===== config.mk =====
export PLATFORM = sky130hd
export DESIGN_NAME = ascon_arbiter
export DESIGN_NICKNAME = d
export VERILOG_FILES = /design/src/rtl/ascon_pkg.sv /design/src/rtl/ascon_rr_pick.sv /design/src/rtl/ascon_arbiter.sv
export SDC_FILE = /design/constraint.sdc
export NUM_CORES = 1
export LEC_CHECK = 0
export CORE_UTILIZATION = 35
export DETAILED_ROUTE_END_ITERATION = 7
export GPL_TIMING_DRIVEN = 1
export PLACE_DENSITY = 0.66
export SETUP_SLACK_MARGIN = 0.4
export SYNTH_ARGS = -nofsm -noshare
export SYNTH_HDL_FRONTEND = slang
export SYNTH_HIERARCHICAL = 1
export SYNTH_SLANG_ARGS = --single-unit

===== constraint.sdc =====
create_clock -name clk -period 2.6 [get_ports clk]
set_input_delay 0.65 -clock clk [delete_from_list [all_inputs] [get_ports clk]]
set_output_delay 0.65 -clock clk [all_outputs]
set_load 0.1 [all_outputs]

===== src/rtl/ascon_pkg.sv =====
// Shared types for the ASCON core arbiter: FSM state encoding and operation mode codes.
// mode_is_reserved() flags any mode the core cannot execute (1x codes).
package ascon_pkg;

    typedef enum logic [2:0] {
        IDLE  = 3'd0,
        GRANT = 3'd1,
        START = 3'd2,
        WAIT  = 3'd3,
        RESP  = 3'd4
    } arb_state_e;

    localparam logic [1:0] MODE_ENC = 2'b00;
    localparam logic [1:0] MODE_DEC = 2'b01;

    function automatic logic mode_is_reserved(input logic [1:0] mode);
        return !((mode == MODE_ENC) || (mode == MODE_DEC));
    endfunction

endpackage


===== src/rtl/ascon_rr_pick.sv =====
// Combinational round-robin picker: first set request searching upward from last_grant+1 with wrap.
// Zero latency; pick_idx is don't-care (0) when any_valid is low.
module ascon_rr_pick #(
    parameter  int NUM_REQ = 2,
    localparam int IDX_W   = (NUM_REQ > 1) ? $clog2(NUM_REQ) : 1
) (
    input  logic [NUM_REQ-1:0] req,
    input  logic [IDX_W-1:0]   last_grant,
    output logic               any_valid,
    output logic [IDX_W-1:0]   pick_idx
);

    logic [IDX_W-1:0] cand;

    // Scan from the farthest candidate down so the nearest one after last_grant wins.
    always_comb begin
        any_valid = |req;
        pick_idx  = '0;
        cand      = '0;
        for (int i = NUM_REQ; i >= 1; i--) begin
            cand = IDX_W'((int'(last_grant) + i) % NUM_REQ);
            if (req[cand]) begin
                pick_idx = cand;
            end
        end
    end

endmodule


===== src/rtl/ascon_arbiter.sv =====
// Round-robin sharing of one ASCON core among NUM_REQ requesters; ready at +1, core_start at +2, rsp 1 cycle after armed done.
// One op in flight, losers simply wait; optional WAIT watchdog under ASCON_ARB_TIMEOUT_EN.
module ascon_arbiter
    import ascon_pkg::*;
#(
    parameter  int NUM_REQ        = 2,
    parameter  int TIMEOUT_CYCLES = 4096,
    localparam int IDX_W          = (NUM_REQ > 1) ? $clog2(NUM_REQ) : 1
) (
    input  logic                    clk,
    input  logic                    rst_n,
    input  logic [NUM_REQ-1:0]      req_valid,
    input  logic [NUM_REQ-1:0][1:0] req_mode,
    output logic [NUM_REQ-1:0]      req_ready,
    output logic [NUM_REQ-1:0]      rsp_valid,
    output logic                    rsp_error,
    output logic                    core_start,
    output logic [1:0]              core_mode,
    input  logic                    core_done,
    input  logic                    core_error,
    output logic [IDX_W-1:0]        grant_idx,
    output logic                    busy,
    output logic                    timeout_flag
);

    arb_state_e         state_q, state_d;
    logic [IDX_W-1:0]   grant_q, grant_d;
    logic [IDX_W-1:0]   last_q, last_d;
    logic [1:0]         mode_q, mode_d;
    logic               armed_q, armed_d;
    logic [NUM_REQ-1:0] ready_q, ready_d;
    logic [NUM_REQ-1:0] rvld_q, rvld_d;
    logic               err_q, err_d;
    logic               start_q, start_d;
    logic [1:0]         cmode_q, cmode_d;
    logic               busy_q, busy_d;

    logic               any_valid;
    logic [IDX_W-1:0]   pick_idx;

`ifdef ASCON_ARB_TIMEOUT_EN
    localparam int              CNT_W    = (TIMEOUT_CYCLES > 2) ? $clog2(TIMEOUT_CYCLES) : 1;
    localparam logic [CNT_W-1:0] CNT_LAST = CNT_W'(TIMEOUT_CYCLES - 1);

    logic [CNT_W-1:0] cnt_q, cnt_d;
    logic             tflag_q, tflag_d;
`endif

    ascon_rr_pick #(
        .NUM_REQ(NUM_REQ)
    ) u_pick (
        .req       (req_valid),
        .last_grant(last_q),
        .any_valid (any_valid),
        .pick_idx  (pick_idx)
    );

    always_comb begin
        state_d = state_q;
        grant_d = grant_q;
        last_d  = last_q;
        mode_d  = mode_q;
        armed_d = armed_q;
        ready_d = '0;
        rvld_d  = '0;
        err_d   = 1'b0;
        start_d = 1'b0;
        cmode_d = 2'b00;
`ifdef ASCON_ARB_TIMEOUT_EN
        cnt_d   = cnt_q;
        tflag_d = tflag_q;
`endif
        case (state_q)
            IDLE: begin
                if (any_valid) begin
                    state_d           = GRANT;
                    grant_d           = pick_idx;
                    mode_d            = req_mode[pick_idx];
                    ready_d[pick_idx] = 1'b1;
                end
            end
            GRANT: begin
                if (mode_is_reserved(mode_q)) begin
                    state_d         = RESP;
                    rvld_d[grant_q] = 1'b1;
                    err_d           = 1'b1;
                end else begin
                    state_d = START;
                    start_d = 1'b1;
                    cmode_d = mode_q;
                end
            end
            START: begin
                state_d = WAIT;
                armed_d = 1'b0;
`ifdef ASCON_ARB_TIMEOUT_EN
                cnt_d   = '0;
`endif
            end
            WAIT: begin
                // Only a done seen after a low sample belongs to this operation.
                if (!core_done) begin
                    armed_d = 1'b1;
                end
                if (armed_q && core_done) begin
                    state_d         = RESP;
                    rvld_d[grant_q] = 1'b1;
                    err_d           = core_error;
                end
`ifdef ASCON_ARB_TIMEOUT_EN
                else if (cnt_q == CNT_LAST) begin
                    state_d         = RESP;
                    rvld_d[grant_q] = 1'b1;
                    err_d           = 1'b1;
                    tflag_d         = 1'b1;
                end else begin
                    cnt_d = cnt_q + 1'b1;
                end
`endif
            end
            RESP: begin
                state_d = IDLE;
                last_d  = grant_q;
            end
            default: begin
                state_d = IDLE;
            end
        endcase
        busy_d = (state_d != IDLE);
    end

    always_ff @(posedge clk or negedge rst_n) begin
        if (!rst_n) begin
            state_q <= IDLE;
            grant_q <= '0;
            last_q  <= IDX_W'(NUM_REQ - 1);
            mode_q  <= MODE_ENC;
            armed_q <= 1'b0;
            ready_q <= '0;
            rvld_q  <= '0;
            err_q   <= 1'b0;
            start_q <= 1'b0;
            cmode_q <= 2'b00;
            busy_q  <= 1'b0;
        end else begin
            state_q <= state_d;
            grant_q <= grant_d;
            last_q  <= last_d;
            mode_q  <= mode_d;
            armed_q <= armed_d;
            ready_q <= ready_d;
            rvld_q  <= rvld_d;
            err_q   <= err_d;
            start_q <= start_d;
            cmode_q <= cmode_d;
            busy_q  <= busy_d;
        end
    end

`ifdef ASCON_ARB_TIMEOUT_EN
    always_ff @(posedge clk or negedge rst_n) begin
        if (!rst_n) begin
            cnt_q   <= '0;
            tflag_q <= 1'b0;
        end else begin
            cnt_q   <= cnt_d;
            tflag_q <= tflag_d;
        end
    end

    assign timeout_flag = tflag_q;
`else
    // Watchdog compiled out: the flag is constant 0 for any legal TIMEOUT_CYCLES.
    assign timeout_flag = (TIMEOUT_CYCLES < 0);
`endif

    assign req_ready  = ready_q;
    assign rsp_valid  = rvld_q;
    assign rsp_error  = err_q;
    assign core_start = start_q;
    assign core_mode  = cmode_q;
    assign grant_idx  = grant_q;
    assign busy       = busy_q;

endmodule


# == Word level (Yosys, flattened, before mapping) ==
# Index checks and enable logic that the tools add are counted.
# classes
magnitude_cmp,6
eq_ne,6
add_sub_neg,2
muxes,30
n_reduce_logical,11
# op_table
operator,count
$mux W2,8
$mux W1,13
$pmux W3 S4,1
$mux W3,3
$lt A1 B2 Y1 const B,4
$eq A3 B2 Y1 const B,2
$pmux W1 S2,2
$pmux W2 S2,1
$reduce_and A2 Y1,2
$eq A3 B1 Y1 const B,1
$eq A3 B3 Y1 const B,1
$logic_and A1 B1 Y1,3
$logic_not A3 Y1,1
$reduce_bool A3 Y1,1
$add A1 B1 Y1 const B,2
$demux W1 S1,2
$eq A2 B1 Y1 const B,1
$ge A1 B1 Y1 const B,2
$logic_not A2 Y1,1
$ne A2 B2 Y1 const B,1
$reduce_bool A2 Y1,1
$reduce_or A2 Y1,1
$logic_or A1 B1 Y1,1
# word_totals
regBits,17
out_inout_bits,11
word_cells,66

# == Depth between registers and ports, before layout ==
# logic_depth
word_depth,11
ltp_mapped,3
depth_no_buf,3

# == By module ==
# The synthesis kept the hierarchy.
# by_module_without_submodules
module,area_each_um2,instances,cells_per_inst
ascon_arbiter,705.7,1,51
ascon_rr_pick,13.8,1,2

# == Worst setup path before layout ==
# No wires, ideal clock.
# synth_path
kind,input to register
startpoint,input req_valid[1]
endpoint,register mode_q[0]
path_buffers,0
t_required_ns,2.472
stages,3
setup_time_ns,0.128
setup_slack_ns,0.811
arrival_time_ns,1.661
cell_sequence,a21boi_0 -> mux2_2 -> mux2_1
# synth_via
elab_chain_len,6
word_cells_on_any_way,10
classes_between,mux (8); reduce/logical (2)
# synth_lines
element,line,text
from (decl),ascon_arbiter.sv:12,"input logic [NUM_REQ-1:0] req_valid,"
$mux W1 (not written as such) (2 in a row),ascon_rr_pick.sv:22,if (req[cand]) begin
$mux W1 (2 in a row),ascon_rr_pick.sv:22,
$mux W2 (not written as such) (2 in a row),ascon_arbiter.sv:78,mode_d = req_mode[pick_idx];
to (signal assigned),ascon_arbiter.sv:149,mode_q <= mode_d;
to (decl),ascon_arbiter.sv:29,"logic [1:0] mode_q, mode_d;"
# Several ways; a longest one is shown, not always the timed one. The select of a mux whose other input is x is not followed.
# A chain may end at the register's enable or synchronous reset.

# == Worst setup path after layout ==
# layout_path
startpoint,input req_valid[1]
endpoint,register mode_q[0]
# layout_via
elab_chain_len,6
word_cells_on_any_way,10
classes_between,mux (8); reduce/logical (2)
# layout_lines
element,line,text
$mux W1 (not written as such) (2 in a row),ascon_rr_pick.sv:22,
$mux W1,ascon_rr_pick.sv:22,
$mux W1 (*),ascon_rr_pick.sv:22,
net pick_idx,ascon_arbiter.sv:39,logic [IDX_W-1:0] pick_idx;
$mux W2 (not written as such) (*) (2 in a row),ascon_arbiter.sv:78,
# The timed path passes the listed nets; every way through them passes the cells marked *. The select of a mux whose other input is x is not followed.

==> impl_metrics.env <==
export IMPL_cts_setup_buffers=0
export IMPL_fin_area_um2=936
export IMPL_routedWlPerCell_um=11.0
export IMPL_grt_pass1_wl_mm=1.85
export IMPL_viasPerCell=4.43
export IMPL_antenna_found_initial=0
export IMPL_finalSetupViolCount=0
export IMPL_n_antenna_cell=0
export IMPL_cts_sinks=17
export IMPL_dieWidth_um=47.3
export IMPL_yosysSeqAreaShare=0.593
export IMPL_track_usage=0.120
export IMPL_root_buffer="clkbuf_4"
export IMPL_dp_hpwl_um=840
export IMPL_hold_violations=0
export IMPL_synth_cell_types=26
export IMPL_yosys_area_top_type="dfrtp_1"
export IMPL_critical_path_arrival_ns=2.11
export IMPL_rsz0062_at_grt="false"
export IMPL_routabilityCongestion=0.674
export IMPL_portBuffers=19
export IMPL_cts_max_path_buffers=2
export IMPL_relSlewSlack=0.489
export IMPL_num_vias=452
export IMPL_drt_iter0_markers=2
export IMPL_multiInputGateArea_um2=280
export IMPL_finalNetCount=86
export IMPL_cp_required_ns=2.76
export IMPL_fin_crit_ns=1.95
export IMPL_antenna_left=0
export IMPL_initial_core_util=0.370
export IMPL_synth_flop_cell="dfrtp_1"
export IMPL_r2r_setup_slack_ns=1.12
export IMPL_synthTopCellsByArea="dfrtp_1 (56%), nor4b_4 (6.6%), mux2_1 (4.7%)"
export IMPL_drt_pass1_iter_count=2
export IMPL_place_area_um2=910
export IMPL_reg2reg_to="mode_q[0]$_DFFE_PN0P_"
export IMPL_post_route_period_util=0.749
export IMPL_fin_skew_ns=0.00845
export IMPL_maxCapViolCount=0
export IMPL_seq_area_um2=427
export IMPL_clk_pin_slew_ns=0.09
export IMPL_num_rows=16
export IMPL_io_pins=21
export IMPL_hp_class="flop to flop"
export IMPL_path_class="input pin to flop"
export IMPL_fill_cells=177
export IMPL_syn_cell_area_um2=719
export IMPL_fin_setup_tns_ns=0
export IMPL_synth_most_common_cell="dfrtp_1"
export IMPL_cp_start_kind="input pin"
export IMPL_critPathCaptureType="flop"
export IMPL_cp_startpoint="req_valid[1]"
export IMPL_maxSlewViolCount=0
export IMPL_outcome="completed"
export IMPL_drc=0
export IMPL_area_growth_pct=30.1
export IMPL_die_y_um=47.3
export IMPL_synth_warnings=6
export IMPL_grt_pass1_vias=435
export IMPL_drive_above_1_share=0.267
export IMPL_endpoint="mode_q[0]$_DFFE_PN0P_"
export IMPL_clock_latency_ns=0.28
export IMPL_fmax_mhz=513
export IMPL_synth_area_per_cell_um2=13.6
export IMPL_synth_edff_count=0
export IMPL_cts_buffers=3
export IMPL_grt_max_degree=18
export IMPL_worst_path_max_fanout=5
export IMPL_worst_slew_pin_slew_ns=0.764
export IMPL_syn_inst=53
export IMPL_dieArea_um2=2240
export IMPL_yosysTopAreaCellShare=0.557
export IMPL_ctsHoldBuffers=0
export IMPL_grt_overflow_total=0
export IMPL_h_tree_depth=1
export IMPL_synthArstFlopShare=1.00
export IMPL_r2r_start="last_q$_DFFE_PN1N_"
export IMPL_ys_ff_latch=17
export IMPL_tritoncts="yes"
export IMPL_core_area_um2=1940
export IMPL_dp_slack_ns=0.195
export IMPL_r2r_cells=3
export IMPL_synth_common_cells="dfrtp_1 (16), a21oi_1 (3), mux2_1 (3), mux2_2 (3)"
export IMPL_fin_ws_ns=0.652
export IMPL_totalWireLength_mm=1.13
## worst max-delay path, cell delays in order
cell	delay [ns]
clkdlybuf4s50_1	0.46
a21boi_1	0.34
mux2_2	0.37
mux2_1	0.29
## flip-flops by register name, summed over array words and instances, names as in the netlist, 2 cells and up
name / flops
state_q: 3
core_mode: 2
mode_q: 2
req_ready: 2
rsp_valid: 2
## how the worst min path moves through the flow
stage,cells past startpoint,slack (ns),end,from
floorplan,0,0.35,armed_q$_DFFE_PN0P_,rst_n
global placement,1,0.47,mode_q[0]$_DFFE_PN0P_,mode_q[0]$_DFFE_PN0P_
detailed placement,1,0.48,core_mode[0]$_DFF_PN0_,mode_q[0]$_DFFE_PN0P_
CTS,1,0.50,core_mode[0]$_DFF_PN0_,mode_q[0]$_DFFE_PN0P_
global route,1,0.55,core_start$_DFF_PN0_,mode_q[1]$_DFFE_PN0P_
finish,1,0.50,core_mode[0]$_DFF_PN0_,mode_q[0]$_DFFE_PN0P_
## cell families after synthesis
logic type	Yosys count	synth area share
buf+inv	3	0.0226
compound gates	10	0.0991
mux	6	0.0939
other cells	1	0.00521
flops	17	0.593
simple gates	16	0.186
## per-layer routing
metal | vias up | wire (um) | GRT usage
li1 | 229 | - | -
met4 | 0 | 8 | 0.0514
met5 | - | 0 | 0
met1 | 210 | 547 | 0.160
met3 | 2 | 33 | 0.0346
met2 | 11 | 535 | 0.181
## through the flow
step	utilization	cells	hold slack (ns)
after floorplan	-	54	0.354
after global placement	0.468	98	0.468
after detailed placement	0.468	98	0.482
after CTS	0.482	102	0.503
after global routing	0.482	102	0.546
final	0.482	102	0.496
## layout make-up
| cell class | count | area share |
|---|---|---|
| Tap cell | 27 | 0.0361 |
| Clock buffer | 4 | 0.0281 |
| Timing Repair Buffer | 19 | 0.176 |
| Sequential cell | 17 | 0.456 |
| Inverter | 1 | 0.00401 |
| Multi-Input combinational cell | 34 | 0.299 |
## placed cells by master, fill, tap and decap left out, types with 2 or more instances in the layout
| master | synthesis | routed |
|---|---|---|
| nor3b_1 | 2 | 2 |
| clkbuf_4 | 0 | 3 |
| and2_1 | 2 | 2 |
| a21oi_1 | 3 | 3 |
| mux2_1 | 3 | 3 |
| nand2b_1 | 2 | 2 |
| dfrtp_1 | 16 | 16 |
| mux2_2 | 3 | 3 |
| a211oi_1 | 2 | 2 |
| buf_4 | 1 | 10 |
| conb_1 | 1 | 2 |
| nor4b_4 | 2 | 2 |
| clkdlybuf4s50_1 | 0 | 9 |
| o21bai_1 | 2 | 2 |
## timing repair
action	4_1_cts	5_1_grt
gates resized for setup	0	1
endpoints found under the hold margin	0	0
endpoints found under the setup margin	0	2
Power is left out: the tool's default activity adds up to more than one toggle a clock period on the data nets, which glitch-free logic cannot reach.
